--- config.mk ---
export PLATFORM = sky130hd
export DESIGN_NAME = victim_eviction_buffer
export DESIGN_NICKNAME = d
export VERILOG_FILES = /design/src/rtl/victim_eviction_buffer_pkg.sv /design/src/rtl/victim_eviction_buffer_array.sv /design/src/rtl/victim_eviction_buffer.sv
export SDC_FILE = /design/constraint.sdc
export NUM_CORES = 2
export LEC_CHECK = 0
export ABC_AREA = 0
export BUFFER_PORTS_ARGS = -buffer_cell sky130_fd_sc_hd__buf_2
export CAP_MARGIN = 20
export CORE_MARGIN = 3
export CORE_UTILIZATION = 52
export CTS_CLUSTER_SIZE = 8
export DETAILED_ROUTE_END_ITERATION = 7
export PLACE_DENSITY = 0.83
export SLEW_MARGIN = 10
export SYNTH_ARGS = -nofsm -noshare
export SYNTH_HDL_FRONTEND = slang
export SYNTH_HIERARCHICAL = 1
export SYNTH_SLANG_ARGS = --single-unit
--- constraint.sdc ---
create_clock -name clk -period 19.3 [get_ports clk]
set_clock_uncertainty 0.15 [all_clocks]
set_input_delay 3.86 -clock clk [delete_from_list [all_inputs] [get_ports clk]]
set_output_delay 3.86 -clock clk [all_outputs]
set_load 0.05 [all_outputs]
--- src/rtl/victim_eviction_buffer_pkg.sv ---
// lc3b_types: shared line, tag and eviction-entry types plus downstream FSM states
package lc3b_types;
  typedef logic [15:0] lc3b_word;
  typedef logic [127:0] lc3b_c_line;
  typedef logic [11:0] lc3b_evict_tag;
  typedef struct packed {
    logic valid;
    lc3b_evict_tag tag;
    lc3b_c_line data;
  } lc3b_evict_buf_entry;
  localparam logic [1:0] D_IDLE = 2'd0;
  localparam logic [1:0] D_READ = 2'd1;
  localparam logic [1:0] D_DRAIN = 2'd2;
endpackage

--- src/rtl/victim_eviction_buffer_array.sv ---
// evict_buf_array: eviction entry storage with parallel tag match and head/tail ports
module evict_buf_array import lc3b_types::*; #(
  parameter int DEPTH = 4,
  parameter int PTR_W = $clog2(DEPTH)
) (
  input  logic             clk,
  input  logic             reset,
  input  logic [11:0]      lookup_tag,
  output logic             match,
  output logic [PTR_W-1:0] match_idx,
  output logic [127:0]     match_data,
  input  logic [PTR_W-1:0] head,
  output logic [11:0]      head_tag,
  output logic [127:0]     head_data,
  input  logic             wr_en,
  input  logic [PTR_W-1:0] wr_idx,
  input  logic [127:0]     wr_data,
  input  logic             clr_en
);
  lc3b_evict_buf_entry ent [DEPTH];
  always_comb begin
    match = 1'b0;
    match_idx = '0;
    for (int i = 0; i < DEPTH; i++)
      if (ent[i].valid && ent[i].tag == lookup_tag) begin
        match = 1'b1;
        match_idx = PTR_W'(i);
      end
  end
  assign match_data = ent[match_idx].data;
  assign head_tag = ent[head].tag;
  assign head_data = ent[head].data;
  always_ff @(posedge clk or posedge reset)
    if (reset) begin
      for (int i = 0; i < DEPTH; i++) ent[i] <= '0;
    end else begin
      if (clr_en) ent[head].valid <= 1'b0;
      if (wr_en) ent[wr_idx] <= '{valid: 1'b1, tag: lookup_tag, data: wr_data};
    end
endmodule

--- src/rtl/victim_eviction_buffer.sv ---
// victim_eviction_buffer: coalescing write-back FIFO between L1 and the victim cache
module victim_eviction_buffer import lc3b_types::*; #(
  parameter int DEPTH = 4,
  parameter int PTR_W = $clog2(DEPTH)
) (
  input  logic         clk,
  input  logic         reset,
  input  logic         l1_mem_read,
  input  logic         l1_mem_write,
  input  logic [15:0]  l1_mem_address,
  input  logic [127:0] l1_mem_wdata,
  output logic [127:0] l1_mem_rdata,
  output logic         l1_mem_resp,
  output logic         buf_mem_read,
  output logic         buf_mem_write,
  output logic         eviction,
  output logic [15:0]  buf_mem_address,
  output logic [127:0] buf_mem_wdata,
  input  logic [127:0] buf_mem_rdata,
  input  logic         buf_mem_resp
);
  logic [1:0] state;
  logic [PTR_W:0] count;
  logic [PTR_W-1:0] head, tail, match_idx;
  logic match, rd_pending, l1_resp_q, rd_acc, wr_acc, push, pop, rd_done, unused_lo;
  lc3b_evict_tag req_tag, head_tag, tag;
  lc3b_c_line match_data, head_data;
  assign tag = l1_mem_address[15:4];
  assign unused_lo = ^l1_mem_address[3:0];
  evict_buf_array #(.DEPTH(DEPTH), .PTR_W(PTR_W)) u_array (
    .clk(clk), .reset(reset), .lookup_tag(tag), .match(match), .match_idx(match_idx),
    .match_data(match_data), .head(head), .head_tag(head_tag), .head_data(head_data),
    .wr_en(wr_acc), .wr_idx(match ? match_idx : tail), .wr_data(l1_mem_wdata), .clr_en(pop)
  );
  // the head line under drain must not change, so a write hitting it waits for the pop
  always_comb begin
    rd_acc = !l1_resp_q && !rd_pending && l1_mem_read;
    wr_acc = !l1_resp_q && !rd_pending && !l1_mem_read && l1_mem_write &&
             (match ? !(match_idx == head && state == D_DRAIN) : count != (PTR_W+1)'(DEPTH));
    push = wr_acc && !match;
    pop = state == D_DRAIN && buf_mem_resp;
    rd_done = state == D_READ && buf_mem_resp;
  end
  always_ff @(posedge clk or posedge reset)
    if (reset) begin
      state <= D_IDLE;
      count <= '0;
      head <= '0;
      tail <= '0;
      rd_pending <= 1'b0;
      l1_resp_q <= 1'b0;
      l1_mem_rdata <= '0;
      req_tag <= '0;
    end else begin
      l1_resp_q <= (rd_acc && match) || wr_acc || rd_done;
      if (rd_acc && match) l1_mem_rdata <= match_data;
      if (rd_acc && !match) begin
        rd_pending <= 1'b1;
        req_tag <= tag;
      end
      if (rd_done) begin
        l1_mem_rdata <= buf_mem_rdata;
        rd_pending <= 1'b0;
      end
      if (push) tail <= tail + 1'b1;
      if (pop) head <= head + 1'b1;
      count <= count + {{PTR_W{1'b0}}, push} - {{PTR_W{1'b0}}, pop};
      state <= state == D_IDLE ? (rd_pending ? D_READ : count != '0 ? D_DRAIN : D_IDLE) :
               buf_mem_resp ? D_IDLE : state;
    end
  assign l1_mem_resp = l1_resp_q;
  assign buf_mem_read = state == D_READ;
  assign eviction = state == D_DRAIN;
  assign buf_mem_write = state == D_DRAIN;
  assign buf_mem_address = state == D_READ ? {req_tag, 4'b0} : state == D_DRAIN ? {head_tag, 4'b0} : 16'h0;
  assign buf_mem_wdata = state == D_DRAIN ? head_data : '0;
endmodule
* Word-level counts from Yosys, hierarchy flattened
Index checks and enable logic that the tools add are counted.
** Cells by class
- Magnitude comparators :: 5
- Muxes and demuxes :: 34
- Bitwise operators :: 3
- Reductions and logical operators :: 29
- Equality and inequality tests :: 8
- Add/subtract/negate cells :: 4
** Operators by type and width (count)
- 564-bit bitwise mux :: 2
- 564-bit 2-to-1 mux :: 2
- 128-bit 2-to-1 mux :: 5
- 141-bit binary-select mux with 2-bit select :: 2
- 141-bit demux with 2-bit select :: 2
- 141-bit 2-to-1 mux :: 2
- 140-bit 2-to-1 mux :: 2
- 12-bit equality test :: 4
- 16-bit 2-to-1 mux :: 2
- 1-bit logical AND :: 17
- 2-bit 2-to-1 mux :: 7
- 3-bit >= comparator, second input constant :: 3
- 2-bit NOT with 3-bit output :: 3
- 1-bit 2-to-1 mux :: 8
- 3-bit by 1-bit less-than comparator with 1-bit output, second input constant :: 2
- 2-bit nonzero test :: 3
- 1-bit zero test :: 5
- 2-bit by 1-bit adder with 2-bit output, second input constant :: 2
- 3-bit by 1-bit adder with 3-bit output :: 1
- 3-bit inequality test, second input constant :: 1
- 3-bit nonzero test :: 1
- 3-bit by 1-bit subtractor with 3-bit output :: 1
- 2-bit by 1-bit equality test with 1-bit output, second input constant :: 1
- 2-bit equality test :: 1
- 3 further kinds :: 4
** Word-level totals
- Output and inout port bits :: 276
- Word-level logic and storage cells :: 103
- Flip-flop bits (word level) :: 715

* Logic depth before layout (Yosys ltp)
- Depth in word-level cells :: 14
- Mapped depth :: 20

* By module
The synthesis kept the hierarchy.
** By module, submodules not included
- evict_buf_array :: seq. area each 14113.5 sq um, area each 28995.3 sq um, cells an instance 2027, instances 1
- victim_eviction_buffer :: seq. area each 3778.6 sq um, area each 8069.0 sq um, cells an instance 801, instances 1

* Worst setup path before layout
No wires, ideal clock.
- Path type :: in2reg
- From :: input l1_mem_address[11]
- To :: register u_array/ent[423] (netlist name)
- Required time :: 19025 ps
- Path buffers :: 8
- Path slack :: 11591 ps
- Data arrival time :: 7434 ps
- Cell stages on the path :: 18
- Path through :: buf_2 -> xnor2_1 -> nand4_1 -> or4_1 -> buf_2 -> and2_4 -> buf_6 -> buf_6 -> buf_6 -> nand2_1 -> buf_4 -> inv_1 -> a31o_2 -> nor2_1 -> nor3b_1 -> clkbuf_1 -> clkbuf_1 -> mux2_2
** On the way
- Elaborated cells on any way between the ends :: 29
** RTL lines
- start, declared :: RTL line victim_eviction_buffer.sv:10 : input logic [15:0] l1_mem_address,
- 12-bit equality test :: RTL line victim_eviction_buffer_array.sv:25 : if (ent[i].valid && ent[i].tag == lookup_tag) begin
- 1-bit logical AND :: RTL line victim_eviction_buffer_array.sv:25
- 1-bit 2-to-1 mux (3 in series) :: RTL line victim_eviction_buffer_array.sv:25
- 1-bit 2-to-1 mux (*) :: RTL line victim_eviction_buffer_array.sv:25
- named net match :: RTL line victim_eviction_buffer.sv:25 : logic match, rd_pending, l1_resp_q, rd_acc, wr_acc, push, pop, rd_done, unused_lo;
- 1-bit 2-to-1 mux (*) :: RTL line victim_eviction_buffer.sv:39 : (match ? !(match_idx == head && state == D_DRAIN) : count != (PTR_W+1)'(DEPTH));
- 1-bit logical AND (*) :: RTL line victim_eviction_buffer.sv:38 : wr_acc = !l1_resp_q && !rd_pending && !l1_mem_read && l1_mem_write &&
- named net wr_acc :: RTL line victim_eviction_buffer.sv:25
- 564-bit 2-to-1 mux (*) :: RTL line victim_eviction_buffer_array.sv:38 : if (wr_en) ent[wr_idx] <= '{valid: 1'b1, tag: lookup_tag, data: wr_data};
- end signal, assigned by index :: RTL line victim_eviction_buffer_array.sv:38
- end, declared :: RTL line victim_eviction_buffer_array.sv:20 : lc3b_evict_buf_entry ent [DEPTH];
The timed path passes the listed nets; every way through them passes the cells marked *.
A chain may end at the register's enable or synchronous reset.

* Worst setup path after layout
- From :: input l1_mem_address[5]
- To :: register u_array/ent[190] (netlist name)
** On the way
- Cells in the longest elaborated chain, start to end :: 14
- Elaborated cells on any way between the ends :: 29
** RTL lines
- 12-bit equality test :: RTL line victim_eviction_buffer_array.sv:25
- 1-bit logical AND :: RTL line victim_eviction_buffer_array.sv:25
- 1-bit 2-to-1 mux (3 in series) :: RTL line victim_eviction_buffer_array.sv:25
- 1-bit 2-to-1 mux (*) :: RTL line victim_eviction_buffer_array.sv:25
- named net match :: RTL line victim_eviction_buffer.sv:25
- 2-bit 2-to-1 mux :: RTL line victim_eviction_buffer.sv:33 : .wr_en(wr_acc), .wr_idx(match ? match_idx : tail), .wr_data(l1_mem_wdata), .clr_en(pop)
- 2-bit NOT with 3-bit output (implied by the code) :: RTL line victim_eviction_buffer_array.sv:38
- 3-bit >= comparator (implied by the code) / 3-bit by 1-bit less-than comparator with 1-bit output (equally long branches) :: RTL line victim_eviction_buffer_array.sv:38
- 1-bit logical AND (implied by the code) :: RTL line victim_eviction_buffer_array.sv:38
- 141-bit 2-to-1 mux (implied by the code) :: RTL line victim_eviction_buffer_array.sv:38
- 141-bit demux with 2-bit select :: RTL line victim_eviction_buffer_array.sv:38
- 564-bit bitwise mux :: RTL line victim_eviction_buffer_array.sv:38
- 564-bit 2-to-1 mux (*) :: RTL line victim_eviction_buffer_array.sv:38
Marked as above.

==> summary.txt <==
Pwr dens: 182 mW/mm2
Row cnt: 97
Slew Viols, Final: 0
Detailed-placement wirelength estimate: 60300 um
Largest net degree at the start of global routing: 183
Resize count post-CTS: 0
End of the worst hold path: tail[1]
Yosys Warn Count: 6
Remaining global-route overflow: 0
Drc violations: 0
CTS tree: built
Synth Instances: 2828
Critical Path RT: 19.65 ns
Ports: 553
F_max: 114 MHz
Rel. slew slack: 0.235
Post-CTS setup buffer count: 0
Outcome: finished, final reports clean
Die height: 273 um
Nets@finish: 3569
Total track usage: 0.260
P&R area growth vs syn: 15.7%
RSZ-0062 raised after global routing: no
Crit start category: input pin
Port bufs: 544
Reg2Reg Depth: 10
Via count: 25300
Clk_lat worst skew: 0.64 ns
Hold Path Class: flip-flop to flip-flop
Reg-to-reg slack, setup: 13.57 ns
Total power: 0.00782 W
Worst-path clk slew: 0.05 ns
Hold Violations, Final: 0
EDFF count, synth: 0
CP arrival: 9.09 ns
Leakage: 19.0 nW
Hold_sp: tail[1]
Sequential area share after synthesis: 0.483
Final ANT Viol Nets: 0
Initial drt markers: 1821
Measured slew at the worst slew-check pin: 1.15 ns
Gp weighted congestion: 0.810
Drt pass-1 iters: 5
TritonCTS Buffers: 99
Worst-path fanout max: 57
Max-Cap Viols: 0
Hold path cells: 1
Kind of critical path: input pin to flip-flop
Final TNS setup: 0 ns
Vias per cell: 5.94
R2r endpoint: u_array/ent[190]
Top FF cell, synth: dfrtp_1
Final setup vio count: 0
Number of clock sinks: 715
Proportion of layout cells with a drive suffix above 1: 0.461
Vias in the first global route: 26900
Initial core utilization: 0.527
Crit. End Element: flip-flop
Global-route wire length before repair: 153000 um
Tmin final: 8.75 ns
Ys async rst share: 1.00
Yosys reg bits: 715
Initial antenna violation count: 22
Mapped cell area: 0.0371 mm2
Hold-fix buffer count after cts: 0
Worst VDD drop: 0.128 mV
Die area: 0.0745 mm2
Total Wirelength: 97900 um
Syn avg cell area: 13.1 um2
Core Region: 0.0703 mm2
H-tree levels: 3
Die Wd: 273 um
Routed WL per cell: 23.0 um
Distinct cells, synth: 46
Clock Tree Buf Depth: 3
Final period util: 0.453
Root Driver: clkbuf_16
Worst flop-to-flop path startpoint: u_array/ent[129]
metrics by stage:
step	std cells	cell area (um2)	utilization	setup WS [ns]	hold WS (ns)
final	4253	42900	0.610	10.55	0.320
after CTS	4236	42800	0.609	10.65	0.330
after global placement	4126	40100	0.571	10.10	0.309
after global routing	4248	42900	0.610	10.38	0.343
after detailed placement	4126	40100	0.571	10.02	0.319
after floorplan	2831	37100	-	7.61	0.288
cells in the final DEF, fill, tap and decap left out, types with 14 or more instances in the layout:
| master | netlist | final |
|---|---|---|
| dfrtp_1 | 715 | 713 |
| mux2_2 | 573 | 573 |
| buf_2 | 34 | 544 |
| nor2_1 | 260 | 260 |
| mux2i_1 | 256 | 256 |
| mux4_2 | 140 | 140 |
| inv_1 | 138 | 136 |
| a21oi_1 | 131 | 131 |
| and2_1 | 129 | 129 |
| clkbuf_16 | 0 | 102 |
| a221oi_2 | 98 | 98 |
| xnor2_1 | 47 | 47 |
| buf_4 | 20 | 36 |
| a221oi_1 | 30 | 30 |
| diode_2 | 0 | 15 |
| nand2_1 | 14 | 14 |
registers in the layout, summed over array words and instances (netlist names):
register,flops
count,3
head,2
l1_mem_rdata,128
l1_mem_resp,1
rd_pending,1
req_tag,12
state,2
tail,2
u_array/ent,564
kinds of logic after synthesis:
logic type / after synthesis / share of synthesized area
adder cells (fa/ha/maj): 3 / 0.00122
flip-flops: 715 / 0.483
other: 1 / 0.000101
AO/OA/AOI/OAI: 281 / 0.0698
multiplexers: 969 / 0.328
AND/OR/NAND/NOR: 436 / 0.0561
buffers and inverters: 367 / 0.0485
XOR/XNOR: 56 / 0.0132
synth_stat cells (all sizes together) (4+ instances only):
master,number,area share
o21ai,4,0.00054
a21oi,131,0.018
xor2,9,0.0021
and2,130,0.022
a221oi,128,0.047
clkbuf,118,0.012
buf,111,0.023
nand3b,4,0.00081
mux4,140,0.085
inv,138,0.014
xnor2,47,0.011
dfrtp,715,0.48
nand4,7,0.0012
nor2,260,0.026
mux2,573,0.17
mux2i,256,0.069
nand2,14,0.0014
a22o,12,0.0028
nand3,6,0.00081
power by group:
part	internal (W)	total, W	switching [W]
clock network	0.000941	0.00157	0.000627
logic	0.00146	0.00348	0.00202
registers	0.00222	0.00277	0.000545
total	0.00463	0.00782	0.00319
final cells by class:
class / count / area, um2
Tap cell: 940 / 1180
Antenna cell: 15 / 37.5
Clock buffer: 105 / 2560
Multi-Input combinational cell: 1749 / 17400
Sequential cell: 715 / 17900
Fill cell: 5253 / 27400
Timing Repair Buffer: 586 / 3110
Clock inverter: 5 / 140
Inverter: 138 / 527
critical path, stage by stage:
cell and delay (ns):
buf_2 0.17, xnor2_1 0.16, nand4_1 0.13, or4_4 0.33, and2_4 0.84, nand2_1 0.48, o21ai_0 0.68, nand3b_1 0.66
buf_4 0.43, buf_4 0.78, mux2_2 0.42
worst max-delay path by stage:
| stage | start | end | slack (ns) | cells past startpoint |
|---|---|---|---|---|
| after CTS | l1_mem_address[5] | u_array/ent[190] | 10.65 | 11 |
| final | l1_mem_address[5] | u_array/ent[190] | 10.55 | 11 |
| after floorplan | reset | u_array/ent[0] | 7.61 | 1 |
| after global placement | l1_mem_address[5] | u_array/ent[183] | 10.10 | 11 |
| after detailed placement | l1_mem_address[5] | u_array/ent[190] | 10.02 | 11 |
| after global routing | l1_mem_address[5] | u_array/ent[190] | 10.38 | 11 |
layer usage:
layer / part of all wire / global-route usage / vias to the layer above
met5: 0.00083 / 0 / -
met4: 0.033 / 0.112 / 12
met3: 0.068 / 0.0550 / 212
met2: 0.50 / 0.443 / 866
met1: 0.40 / 0.321 / 13100
li1: - / - / 11100
Power figures use the tool's default switching activity.
